<file path="src/rtl/noc_packet_receiver.sv">
// Destination-side NoC network interface.
// Sinks the head/body/tail flit stream of one router output port, checks the
// flit sequence and the routing, buffers a single packet's payload and then
// replays it to the local consumer as a word stream with a last marker.
// Saturating packet and error counters are exposed for debug.
module noc_packet_receiver #(
    parameter int N             = 6,
    parameter int INDEX         = 0,
    parameter int DATA_WIDTH    = 32,
    parameter int TYPE_WIDTH    = 2,
    parameter int FlitPerPacket = 6,
    localparam int DW           = $clog2(N),
    localparam int PW           = FlitPerPacket - 1
) (
    input  logic                           clk,
    input  logic                           rst,
    input  logic [DATA_WIDTH-1:0]          data_in,
    input  logic                           valid_in,
    output logic                           ready_in,
    output logic [DATA_WIDTH-TYPE_WIDTH-1:0] pl_data,
    output logic                           pl_valid,
    input  logic                           pl_ready,
    output logic                           pl_last,
    output logic [DW-1:0]                  pl_dest,
    output logic                           err_pulse,
    output logic [15:0]                    pkt_count,
    output logic [15:0]                    err_count
);

    localparam int PLW   = DATA_WIDTH - TYPE_WIDTH;
    localparam int PTR_W = (PW > 1) ? $clog2(PW) : 1;
    localparam logic [PTR_W-1:0] LAST_PTR = PTR_W'(PW - 1);

    localparam logic [1:0] S_IDLE    = 2'd0;
    localparam logic [1:0] S_COLLECT = 2'd1;
    localparam logic [1:0] S_SKIP    = 2'd2;
    localparam logic [1:0] S_DRAIN   = 2'd3;

    localparam logic [TYPE_WIDTH-1:0] T_HEAD = TYPE_WIDTH'(1);
    localparam logic [TYPE_WIDTH-1:0] T_BODY = TYPE_WIDTH'(2);
    localparam logic [TYPE_WIDTH-1:0] T_TAIL = TYPE_WIDTH'(3);

    logic [1:0]             r_state;
    logic [PTR_W-1:0]       r_wr_ptr;
    logic [PTR_W-1:0]       r_rd_ptr;
    logic                   r_ready;
    logic                   r_pl_valid;
    logic                   r_pl_last;
    logic [PLW-1:0]         r_pl_data;
    logic [DW-1:0]          r_pl_dest;
    logic                   r_err_pulse;
    logic [PLW-1:0]         r_mem [PW];

    logic [TYPE_WIDTH-1:0]  w_type;
    logic                   w_dest_hit;
    logic                   w_flit_acc;
    logic                   w_pl_hs;
    logic [1:0]             w_state_next;
    logic [PTR_W-1:0]       w_wr_ptr_next;
    logic [PTR_W-1:0]       w_rd_ptr_next;
    logic                   w_wr_en;
    logic [PLW-1:0]         w_wr_data;
    logic                   w_latch_dest;
    logic                   w_err;
    logic                   w_pkt_done;
    logic [PLW-1:0]         w_rd_word;
    logic [1:0]             w_cnt_inc;

    assign w_type     = data_in[DATA_WIDTH-1 -: TYPE_WIDTH];
    assign w_dest_hit = (data_in[DW-1:0] == DW'(INDEX));
    assign w_flit_acc = valid_in && r_ready;
    assign w_pl_hs    = r_pl_valid && pl_ready;
    assign w_wr_data  = data_in[PLW-1:0];

    // Next-state, buffer write and error detection for the flit/payload handshakes
    always_comb begin
        w_state_next  = r_state;
        w_wr_ptr_next = r_wr_ptr;
        w_rd_ptr_next = r_rd_ptr;
        w_wr_en       = 1'b0;
        w_latch_dest  = 1'b0;
        w_err         = 1'b0;
        w_pkt_done    = 1'b0;
        case (r_state)
            S_IDLE: begin
                if (w_flit_acc) begin
                    if (w_type == T_HEAD) begin
                        if (w_dest_hit) begin
                            w_latch_dest  = 1'b1;
                            w_wr_ptr_next = '0;
                            w_state_next  = S_COLLECT;
                        end else begin
                            w_err        = 1'b1;
                            w_state_next = S_SKIP;
                        end
                    end else begin
                        // stray body/tail/invalid flit: dropped where it lands
                        w_err = 1'b1;
                    end
                end
            end
            S_COLLECT: begin
                if (w_flit_acc) begin
                    if (w_type == T_BODY) begin
                        if (r_wr_ptr != LAST_PTR) begin
                            w_wr_en       = 1'b1;
                            w_wr_ptr_next = r_wr_ptr + PTR_W'(1);
                        end else begin
                            w_err        = 1'b1;
                            w_state_next = S_SKIP;
                        end
                    end else if (w_type == T_TAIL) begin
                        if (r_wr_ptr == LAST_PTR) begin
                            w_wr_en       = 1'b1;
                            w_rd_ptr_next = '0;
                            w_state_next  = S_DRAIN;
                        end else begin
                            w_err        = 1'b1;
                            w_state_next = S_IDLE;
                        end
                    end else if (w_type == T_HEAD) begin
                        // partial packet is abandoned; the new head is handled
                        // exactly like a head arriving in IDLE (one error total)
                        w_err = 1'b1;
                        if (w_dest_hit) begin
                            w_latch_dest  = 1'b1;
                            w_wr_ptr_next = '0;
                            w_state_next  = S_COLLECT;
                        end else begin
                            w_state_next = S_SKIP;
                        end
                    end else begin
                        w_err        = 1'b1;
                        w_state_next = S_SKIP;
                    end
                end
            end
            S_SKIP: begin
                if (w_flit_acc && (w_type == T_TAIL)) begin
                    w_state_next = S_IDLE;
                end
            end
            S_DRAIN: begin
                if (w_pl_hs) begin
                    if (r_rd_ptr == LAST_PTR) begin
                        w_pkt_done    = 1'b1;
                        w_rd_ptr_next = '0;
                        w_state_next  = S_IDLE;
                    end else begin
                        w_rd_ptr_next = r_rd_ptr + PTR_W'(1);
                    end
                end
            end
            default: w_state_next = S_IDLE;
        endcase
    end

    // Payload buffer write port (contents need no reset)
    always_ff @(posedge clk) begin
        if (w_wr_en) begin
            r_mem[r_wr_ptr] <= w_wr_data;
        end
    end

    // Forward the tail word when it is written and read in the same cycle (single-word packets)
    assign w_rd_word = (w_wr_en && (r_wr_ptr == w_rd_ptr_next)) ? w_wr_data : r_mem[w_rd_ptr_next];

    // Registered buffer read: pl_data is refreshed only while draining so it holds under backpressure
    always_ff @(posedge clk) begin
        if (rst) begin
            r_pl_data <= '0;
        end else if (w_state_next == S_DRAIN) begin
            r_pl_data <= w_rd_word;
        end
    end

    // Control state and registered handshake outputs
    always_ff @(posedge clk) begin
        if (rst) begin
            r_state     <= S_IDLE;
            r_wr_ptr    <= '0;
            r_rd_ptr    <= '0;
            r_ready     <= 1'b0;
            r_pl_valid  <= 1'b0;
            r_pl_last   <= 1'b0;
            r_pl_dest   <= '0;
            r_err_pulse <= 1'b0;
        end else begin
            r_state     <= w_state_next;
            r_wr_ptr    <= w_wr_ptr_next;
            r_rd_ptr    <= w_rd_ptr_next;
            r_ready     <= (w_state_next != S_DRAIN);
            r_pl_valid  <= (w_state_next == S_DRAIN);
            r_pl_last   <= (w_state_next == S_DRAIN) && (w_rd_ptr_next == LAST_PTR);
            r_err_pulse <= w_err;
            if (w_latch_dest) begin
                r_pl_dest <= data_in[DW-1:0];
            end
        end
    end

    // Saturating event counters: index 0 counts delivered packets, index 1 counts errors
    assign w_cnt_inc = {w_err, w_pkt_done};

    genvar gi;
    generate
        for (gi = 0; gi < 2; gi++) begin : g_cnt
            logic [15:0] r_cnt;
            // Increment on the event unless already pinned at the maximum
            always_ff @(posedge clk) begin
                if (rst) begin
                    r_cnt <= '0;
                end else if (w_cnt_inc[gi] && (r_cnt != 16'hFFFF)) begin
                    r_cnt <= r_cnt + 16'd1;
                end
            end
        end
    endgenerate

    assign ready_in  = r_ready;
    assign pl_valid  = r_pl_valid;
    assign pl_last   = r_pl_last;
    assign pl_data   = r_pl_data;
    assign pl_dest   = r_pl_dest;
    assign err_pulse = r_err_pulse;
    assign pkt_count = g_cnt[0].r_cnt;
    assign err_count = g_cnt[1].r_cnt;

endmodule
</file>
<file path="config.mk">
export PLATFORM = sky130hd
export DESIGN_NAME = noc_packet_receiver
export DESIGN_NICKNAME = d
export VERILOG_FILES = /design/src/rtl/noc_packet_receiver.sv
export SDC_FILE = /design/constraint.sdc
export NUM_CORES = 1
export LEC_CHECK = 0
export CORE_UTILIZATION = 62
export CTS_CLUSTER_DIAMETER = 200
export DETAILED_ROUTE_END_ITERATION = 12
export HOLD_SLACK_MARGIN = 0.02
export PLACE_DENSITY = 0.85
export SYNTH_ARGS = -nofsm -noshare
export SYNTH_HDL_FRONTEND = slang
export SYNTH_SLANG_ARGS = --single-unit
export TNS_END_PERCENT = 100
</file>
<file path="constraint.sdc">
create_clock -name clk -period 9.98 [get_ports clk]
set_clock_uncertainty 0.1 [all_clocks]
set_input_delay 1.497 -clock clk [delete_from_list [all_inputs] [get_ports clk]]
set_output_delay 1.497 -clock clk [all_outputs]
set_load 0.02 [all_outputs]
</file>
## Word-level counts from Yosys, hierarchy flattened

Memories as Yosys holds them, arrays and structs flattened. A register that Yosys moved wholly into a read port is not among the register bits.
Index checks and enable logic that the tools add are counted.

- Register bits: 47
- Bits in writable memories: 150
- Bits of input ports: 36
- Output and inout bits: 69
- Memories: 1

Memories:

| memory | depth | width | read ports | clocked after memory_dff | wr ports | line | RTL |
|---|---|---|---|---|---|---|---|
| r_mem | 5 | 30 | 1 | 1 | 1 | 52 | `logic [PLW-1:0] r_mem [PW];` |

- Add/sub/neg operators: 4
- Equal/unequal tests: 18
- Multiplexer cells: 55
- Reductions and logical operators: 10

Operators by type and width:

| kind | number |
|---|---|
| $mux W3 | 13 |
| $add A16 B1 Y16 const B | 2 |
| $ne A16 B16 Y1 const B | 2 |
| $mux W1 | 25 |
| $mux W2 | 12 |
| $pmux W3 S2 | 2 |
| $eq A2 B2 Y1 const B | 5 |
| $eq A3 B3 Y1 const B | 3 |
| $ne A3 B3 Y1 const B | 3 |
| $pmux W2 S4 | 1 |
| $add A3 B1 Y3 const B | 2 |
| $logic_and A1 B1 Y1 | 6 |
| $ne A2 B2 Y1 const B | 3 |
| $reduce_and A5 Y1 | 1 |
| $eq A2 B1 Y1 const B | 2 |
| $pmux W1 S2 | 2 |
| $logic_not A3 Y1 | 1 |
| $logic_not A2 Y1 | 1 |
| $reduce_bool A2 Y1 | 1 |

## Logic depth before layout (Yosys ltp)

Gate-level depths: netlist (run 1).

- Depth after elaboration: 9
- Mapped depth: 12
- Mapped depth without buffers: 7

## Least setup slack after synthesis (run 1)

No wires, ideal clock.

- Kind: input to register
- Start point: input valid_in
- End point: memory r_mem[4][0] (netlist name) (enable)
- Arrival time: 4005 ps
- Data required time: 9425 ps
- Setup slack: 5421 ps
- Cell stages on the path: 3
- Buffers on the path: 0
- Cell sequence: nand2_1 > or2_2 > nor3_1

- Word-level cells in the longest chain between the ends: 5

Ends and longest elaborated chain:

| item | line | RTL |
|---|---|---|
| start: declaration | 18 | `input logic valid_in,` |
| $logic_and A1 B1 Y1 | 71 | `assign w_flit_acc = valid_in && r_ready;` |
| $mux W1 | 103 | `if (w_flit_acc) begin` |
| $mux W1 | 84 | `case (r_state)` |
| $mux W1 | 160 | `if (w_wr_en) begin` |
| $mux W1 (implied by the code) | 161 | `r_mem[r_wr_ptr] <= w_wr_data;` |
| end: declaration | 52 |  |

Every way passes these cells.

## Final worst setup path (run 1)

- Start point: input pl_ready
- End point: register r_pl_data[29] (netlist: pl_data[29]) (read register of r_mem)

- Word-level cells in the longest chain between the ends: 4
- Elaborated cells between the ends (all ways): 6
- Classes of those cells: 1 x eq/ne; 4 x mux; 1 x reduce/logical

Ends and longest elaborated chain:

| item | line | RTL |
|---|---|---|
| start: declaration | 22 | `input logic pl_ready,` |
| $logic_and A1 B1 Y1 (*) | 72 | `assign w_pl_hs = r_pl_valid && pl_ready;` |
| $mux W2 | 144 | `if (w_pl_hs) begin` |
| $pmux W2 S4 | 84 |  |
| $eq A2 B2 Y1 | 172 | `end else if (w_state_next == S_DRAIN) begin` |
| end: declaration | 49 | `logic [PLW-1:0] r_pl_data;` |

Mark *: on every way between the ends. The rest lies on a longest branch, timed or not.
A chain may end at the register's enable or synchronous reset.

==> results_dict.tcl, run 1 <==
set metrics [dict create \
    utilization 0.758 \
    grt_use_met2 0.514 \
    netlist_instances 949 \
    ys.flop_type "edfxtp_1" \
    worst_slew_pin_slew_ns 1.27 \
    worst_path_largest_cell_delay_ns 0.95 \
    finalSetupTns_ns 0 \
    grt.overflow.total 0 \
    grt_max_degree 84 \
    vias 8567 \
    root_buffer "clkbuf_16" \
    start_util 0.643 \
    port_buffers 104 \
    grt_use_met3 0.0397 \
    numCtsBuffers 24 \
    synth_edf_count 150 \
    maxSlewViolCount 0 \
    cts.repair.resized 0 \
    cts_hold_buf 0 \
    grt_usage 0.313 \
    required_ns 10.26 \
    worstPathCellList "clkdlybuf4s50_1 > nand4_2 > buf_4 > nor3_2 > buf_4 > a21o_1 > a2111oi_0 > o41ai_1" \
    worstSetupPathType "input port to flop" \
    vias_per_cell 6.87 \
    grt_pass1_vias 8236 \
    cts_max_level 1 \
    endpoint_kind "flop" \
    syn_nets 991 \
    clk_pin_slew_ns 0.06 \
    hp-class "flop to flop" \
    grt_pass1_wl_um 43700 \
    critPathBufInv 3 \
    ys_types 62 \
    fin_crit_sh 0.520 \
    use_met1 0.422 \
    cap_violations 0 \
    hold_violations 0 \
    fin_nets 1051 \
    mostFrequentLayoutCells "150 x edfxtp_1, 103 x clkdlybuf4s50_1, 76 x dfxtp_1" \
    top_usage_layer "met2" \
    drc 0 \
    max_freq_mhz 193 \
    synthesis.area_um2 10800 \
    finalWorstSetupSlack_ns 4.79 \
    first_pass_iters 6 \
    pre_cts_ws_ns 4.62 \
    totalPowerFinal_w 0.00192 \
    drt-total-wl_um 28000 \
    post_drt_wl_per_cell_um 22.4 \
    relSlewSlack 0.156 \
    insertion_delay_ns 0.52 \
    min_period_ns 5.19 \
    cpMostUsedCell "buf_4" \
    cp.arrival_ns 5.47 \
    total_leakage_power_nw 4.33 \
    clkSinkCount 227 \
    setup_viol 0 \
    synth.avg_cell_area_um2 11.4 \
    rsz0062_at_grt "no" \
    drtIter0Drc 1009 \
    die_width_um 134 \
    yosysSeqAreaShare 0.559 \
    critPathSlowestCell "a21o_1" \
    cts_setup_buffers 0 \
    ys_warn_count 0 \
    ys_ff_latch 227 \
    num_antenna_cells 0 \
    dieArea_um2 18000 \
    num_rows 47 \
    synthArstFlopShare 0 \
    routabilityCongestion 0.878 \
    antenna_found_initial 0 \
    ant_nets 0 \
    start_kind "input port" \
    outcome "complete, no violations" \
    path_max_fanout 44 \
    peakVddDrop_mv 0.145 \
    final_common_cell "edfxtp_1" \
    coreArea_um2 16800 \
    drive_above_1_share 0.0837 \
    die_y_um 134 \
    whs_ns 0.366 \
    io_pins 105 \
    cp_top_family "compound AO/OA/AOI/OAI gates" \
    post-dp-hpwl_um 15000 \
    area_delta_synth_final_pct 17.9 \
    p_per_area_nw_per_um2 151 \
    cts_tree "done" \
    cts.path.max_buffers 3 \
]
[cells in the mapped netlist (all sizes together), types with 2 or more instances]
library cell	count	area share
edfxtp	150	0.42
dfxtp	77	0.14
inv	69	0.024
clkbuf	68	0.024
o41ai	61	0.049
nand2	48	0.017
nand3	45	0.021
nor2	34	0.012
o2111ai	34	0.028
mux2i	33	0.031
o21bai	32	0.022
a2111oi	31	0.025
a211oi	31	0.022
o31a	31	0.025
o2bb2ai	30	0.024
buf	22	0.011
and2	15	0.0087
a21oi	13	0.0060
nor2b	12	0.0069
mux2	11	0.011
nor4	11	0.0064
nand4	10	0.0064
xor2	10	0.0081
and3	9	0.0052
and4	7	0.0057
ha	6	0.0069
nor3	6	0.0032
o21ai	5	0.0023
or4	3	0.0021
a22oi	2	0.0019
a31oi	2	0.0017
nand2b	2	0.0012
o211ai	2	0.0014
o21a	2	0.0014
o31ai	2	0.0014
o32ai	2	0.0023
or2	2	0.0012
or3	2	0.0012
xnor2	2	0.0016
[per-stage QoR]
step                area [um^2]  cells
CTS                       12700   1247
global route              12700   1247
detailed placement        12000   1203
global placement          12000   1203
floorplan                 10800    949
finish                    12700   1247
[final timing paths]
kind                   start           to  slack [ns]  depth (start not counted)
setup / recovery    pl_ready  pl_data[29]        4.79                          8
setup reg to reg  r_state[1]  pl_data[29]        5.57                          7
hold / removal    pl_dest[1]   pl_dest[1]        0.37                          1
hold reg to reg   pl_dest[1]   pl_dest[1]        0.37                          1
[kinds of logic (layout without fill, tap and decap cells)]
logic type      Yosys count  in the layout  synth area share
mux                      44             44            0.0420
compound gates          287            287             0.220
flops                   227            227             0.559
simple gates            213            213             0.103
buf+inv                 160            238            0.0590
fa+ha+maj                 6              6           0.00695
xor+xnor                 12             12           0.00972
[routing by layer]
layer	vias up	part of all wire
met5	-	0
met3	94	0.096
met4	0	0.031
li1	3853	-
met1	4093	0.39
met2	527	0.48
[final cells by class]
type                    instances  area (um^2)
clock buffers                  32          651
clock inverters                12          123
fillers                      1131         4070
inverters                      70          263
multi-input cells             562         4200
flip-flops and latches        227         6050
well taps                     220          275
repair buffers                124         1190
[flip-flops by register name (all words and copies together), names as in the netlist]
name / flops
r_mem: 150
pl_data: 30
err_count: 16
pkt_count: 16
pl_dest: 3
r_rd_ptr: 3
r_wr_ptr: 3
r_state: 2
err_pulse: 1
pl_last: 1
pl_valid: 1
ready_in: 1
[where the power goes]
group           total, W  leakage, nW  switching [W]  internal (W)
registers        0.00100         1.97     0.00000197       0.00100
logic          0.0000483         1.99      0.0000300     0.0000183
clock network   0.000871        0.375       0.000360      0.000511
total            0.00192         4.33       0.000392       0.00153
Power figures use the tool's default switching activity.
==> run 2: changes to the inputs <==
--- a/config.mk
+++ b/config.mk
@@ -5,11 +5,11 @@
 export SDC_FILE = /design/constraint.sdc
 export NUM_CORES = 1
 export LEC_CHECK = 0
-export CORE_UTILIZATION = 62
+export CORE_UTILIZATION = 57
 export CTS_CLUSTER_DIAMETER = 200
 export DETAILED_ROUTE_END_ITERATION = 12
 export HOLD_SLACK_MARGIN = 0.02
-export PLACE_DENSITY = 0.85
+export PLACE_DENSITY = 0.79
 export SYNTH_ARGS = -nofsm -noshare
 export SYNTH_HDL_FRONTEND = slang
 export SYNTH_SLANG_ARGS = --single-unit
==> constraint.sdc (replaced) <==
create_clock -name clk -period 5.1 [get_ports clk]
set_clock_uncertainty 0.1 [all_clocks]
set_input_delay 0.765 -clock clk [delete_from_list [all_inputs] [get_ports clk]]
set_output_delay 0.765 -clock clk [all_outputs]
set_load 0.02 [all_outputs]
==> results_dict.tcl, run 2 (synthesis results as in run 1) <==
set metrics [dict create \
    worstHoldPathCells 1 \
    rsz0062_at_grt "no" \
    port_buffers 104 \
    multi_input_comb_area_um2 4200 \
    mostFrequentLayoutCells "150 x edfxtp_1, 103 x clkdlybuf4s50_1, 76 x dfxtp_1" \
    peakVddDrop_mv 0.295 \
    max_flop_register "r_mem" \
    cts_tree "done" \
    vias_per_cell 6.78 \
    largest_reg_flops 150 \
    grt_pass1_wl_um 44700 \
    cts_setup_buffers 0 \
    reg2reg_depth 6 \
    numCtsBuffers 24 \
    drt-total-wl_um 28200 \
    cap_violations 0 \
    clkSinkCount 227 \
    area_delta_synth_final_pct 18.0 \
    io_pins 105 \
    max_freq_mhz 256 \
    cts_hold_buf 0 \
    num_rows 49 \
    grt_pass1_vias 8267 \
    maxSlewViolCount 0 \
    min_period_ns 3.90 \
    p_per_area_nw_per_um2 292 \
    post_drt_wl_per_cell_um 22.4 \
    ant_nets 0 \
    cp.arrival_ns 4.18 \
    start_kind "input port" \
    drtIter0Drc 964 \
    hp-class "flop to flop" \
    num_antenna_cells 0 \
    fin_crit_sh 0.765 \
    post-dp-hpwl_um 16200 \
    path_max_fanout 32 \
    worstSetupPathType "input port to flop" \
    cts.repair.resized 0 \
    worst_slew_pin_slew_ns 1.21 \
    routabilityCongestion 0.871 \
    grt_max_degree 98 \
    vias 8527 \
    drc 0 \
    dieArea_um2 19500 \
    antenna_found_initial 0 \
    clk_pin_slew_ns 0.06 \
    grt_usage 0.292 \
    die_y_um 140 \
    hold_violations 0 \
    start_util 0.592 \
    drive_above_1_share 0.0845 \
    grt.overflow.total 0 \
    root_buffer "clkbuf_16" \
    fin_nets 1053 \
    required_ns 5.38 \
    relSlewSlack 0.192 \
    first_pass_iters 6 \
    utilization 0.698 \
    die_width_um 140 \
    finalSetupTns_ns 0 \
    cts.path.max_buffers 3 \
    endpoint_kind "flop" \
    nFillCells 1382 \
    final_common_cell "edfxtp_1" \
    totalPowerFinal_w 0.00372 \
    cts_max_level 1 \
    setup_viol 0 \
    coreArea_um2 18300 \
    insertion_delay_ns 0.53 \
    total_leakage_power_nw 4.34 \
    outcome "complete, no violations" \
    regArea_um2 6050 \
]
==> run 2: per-layer routing <==
| layer | track usage | share of wire | vias to the layer above |
|---|---|---|---|
| met5 | 0.00501 | 0 | - |
| met4 | 0.136 | 0.036 | 0 |
| met3 | 0.0465 | 0.076 | 75 |
| met2 | 0.470 | 0.48 | 398 |
| met1 | 0.387 | 0.41 | 4193 |
| li1 | - | - | 3861 |
==> run 2: power by group <==
part           total (W)  switching [W]  leakage (nW)  internal [W]
registers        0.00196     0.00000380          1.97       0.00196
logic          0.0000927      0.0000573          2.00     0.0000354
clock network    0.00167       0.000700         0.371      0.000967
total            0.00372       0.000762          4.34       0.00296
==> run 2: layout make-up <==
class                   instances  share of cell area
repair buffers                126              0.0942
well taps                     229              0.0225
clock inverters                10             0.00638
clock buffers                  34              0.0526
flip-flops and latches        227               0.474
inverters                      70              0.0206
multi-input cells             562               0.329
==> run 2: metrics by stage <==
| stage | area [um^2] | setup slack, ns | cells | hold slack [ns] |
|---|---|---|---|---|
| after floorplan | 10800 | 1.27 | 949 | 0.413 |
| after global placement | 12000 | 0.986 | 1214 | 0.341 |
| after detailed placement | 12000 | 0.843 | 1214 | 0.348 |
| after CTS | 12800 | 1.28 | 1258 | 0.367 |
| after global routing | 12800 | 0.992 | 1258 | 0.383 |
| final | 12800 | 1.20 | 1258 | 0.362 |
==> run 2: final timing paths <==
path                                 start          end  slack (ns)
worst max-delay path              pl_ready  pl_data[24]        1.20
worst min-delay path            pl_dest[0]   pl_dest[0]        0.36
worst max register to register  r_state[1]  pl_data[24]        1.24
worst min register to register  pl_dest[0]   pl_dest[0]        0.36
==> run 2: critical path, stage by stage <==
cell and delay (ns):
clkdlybuf4s50_1 0.53, nand4_2 0.61, nor3_2 0.31, buf_4 0.39
a21o_1 0.87, a2111oi_0 0.30, o41ai_1 0.38
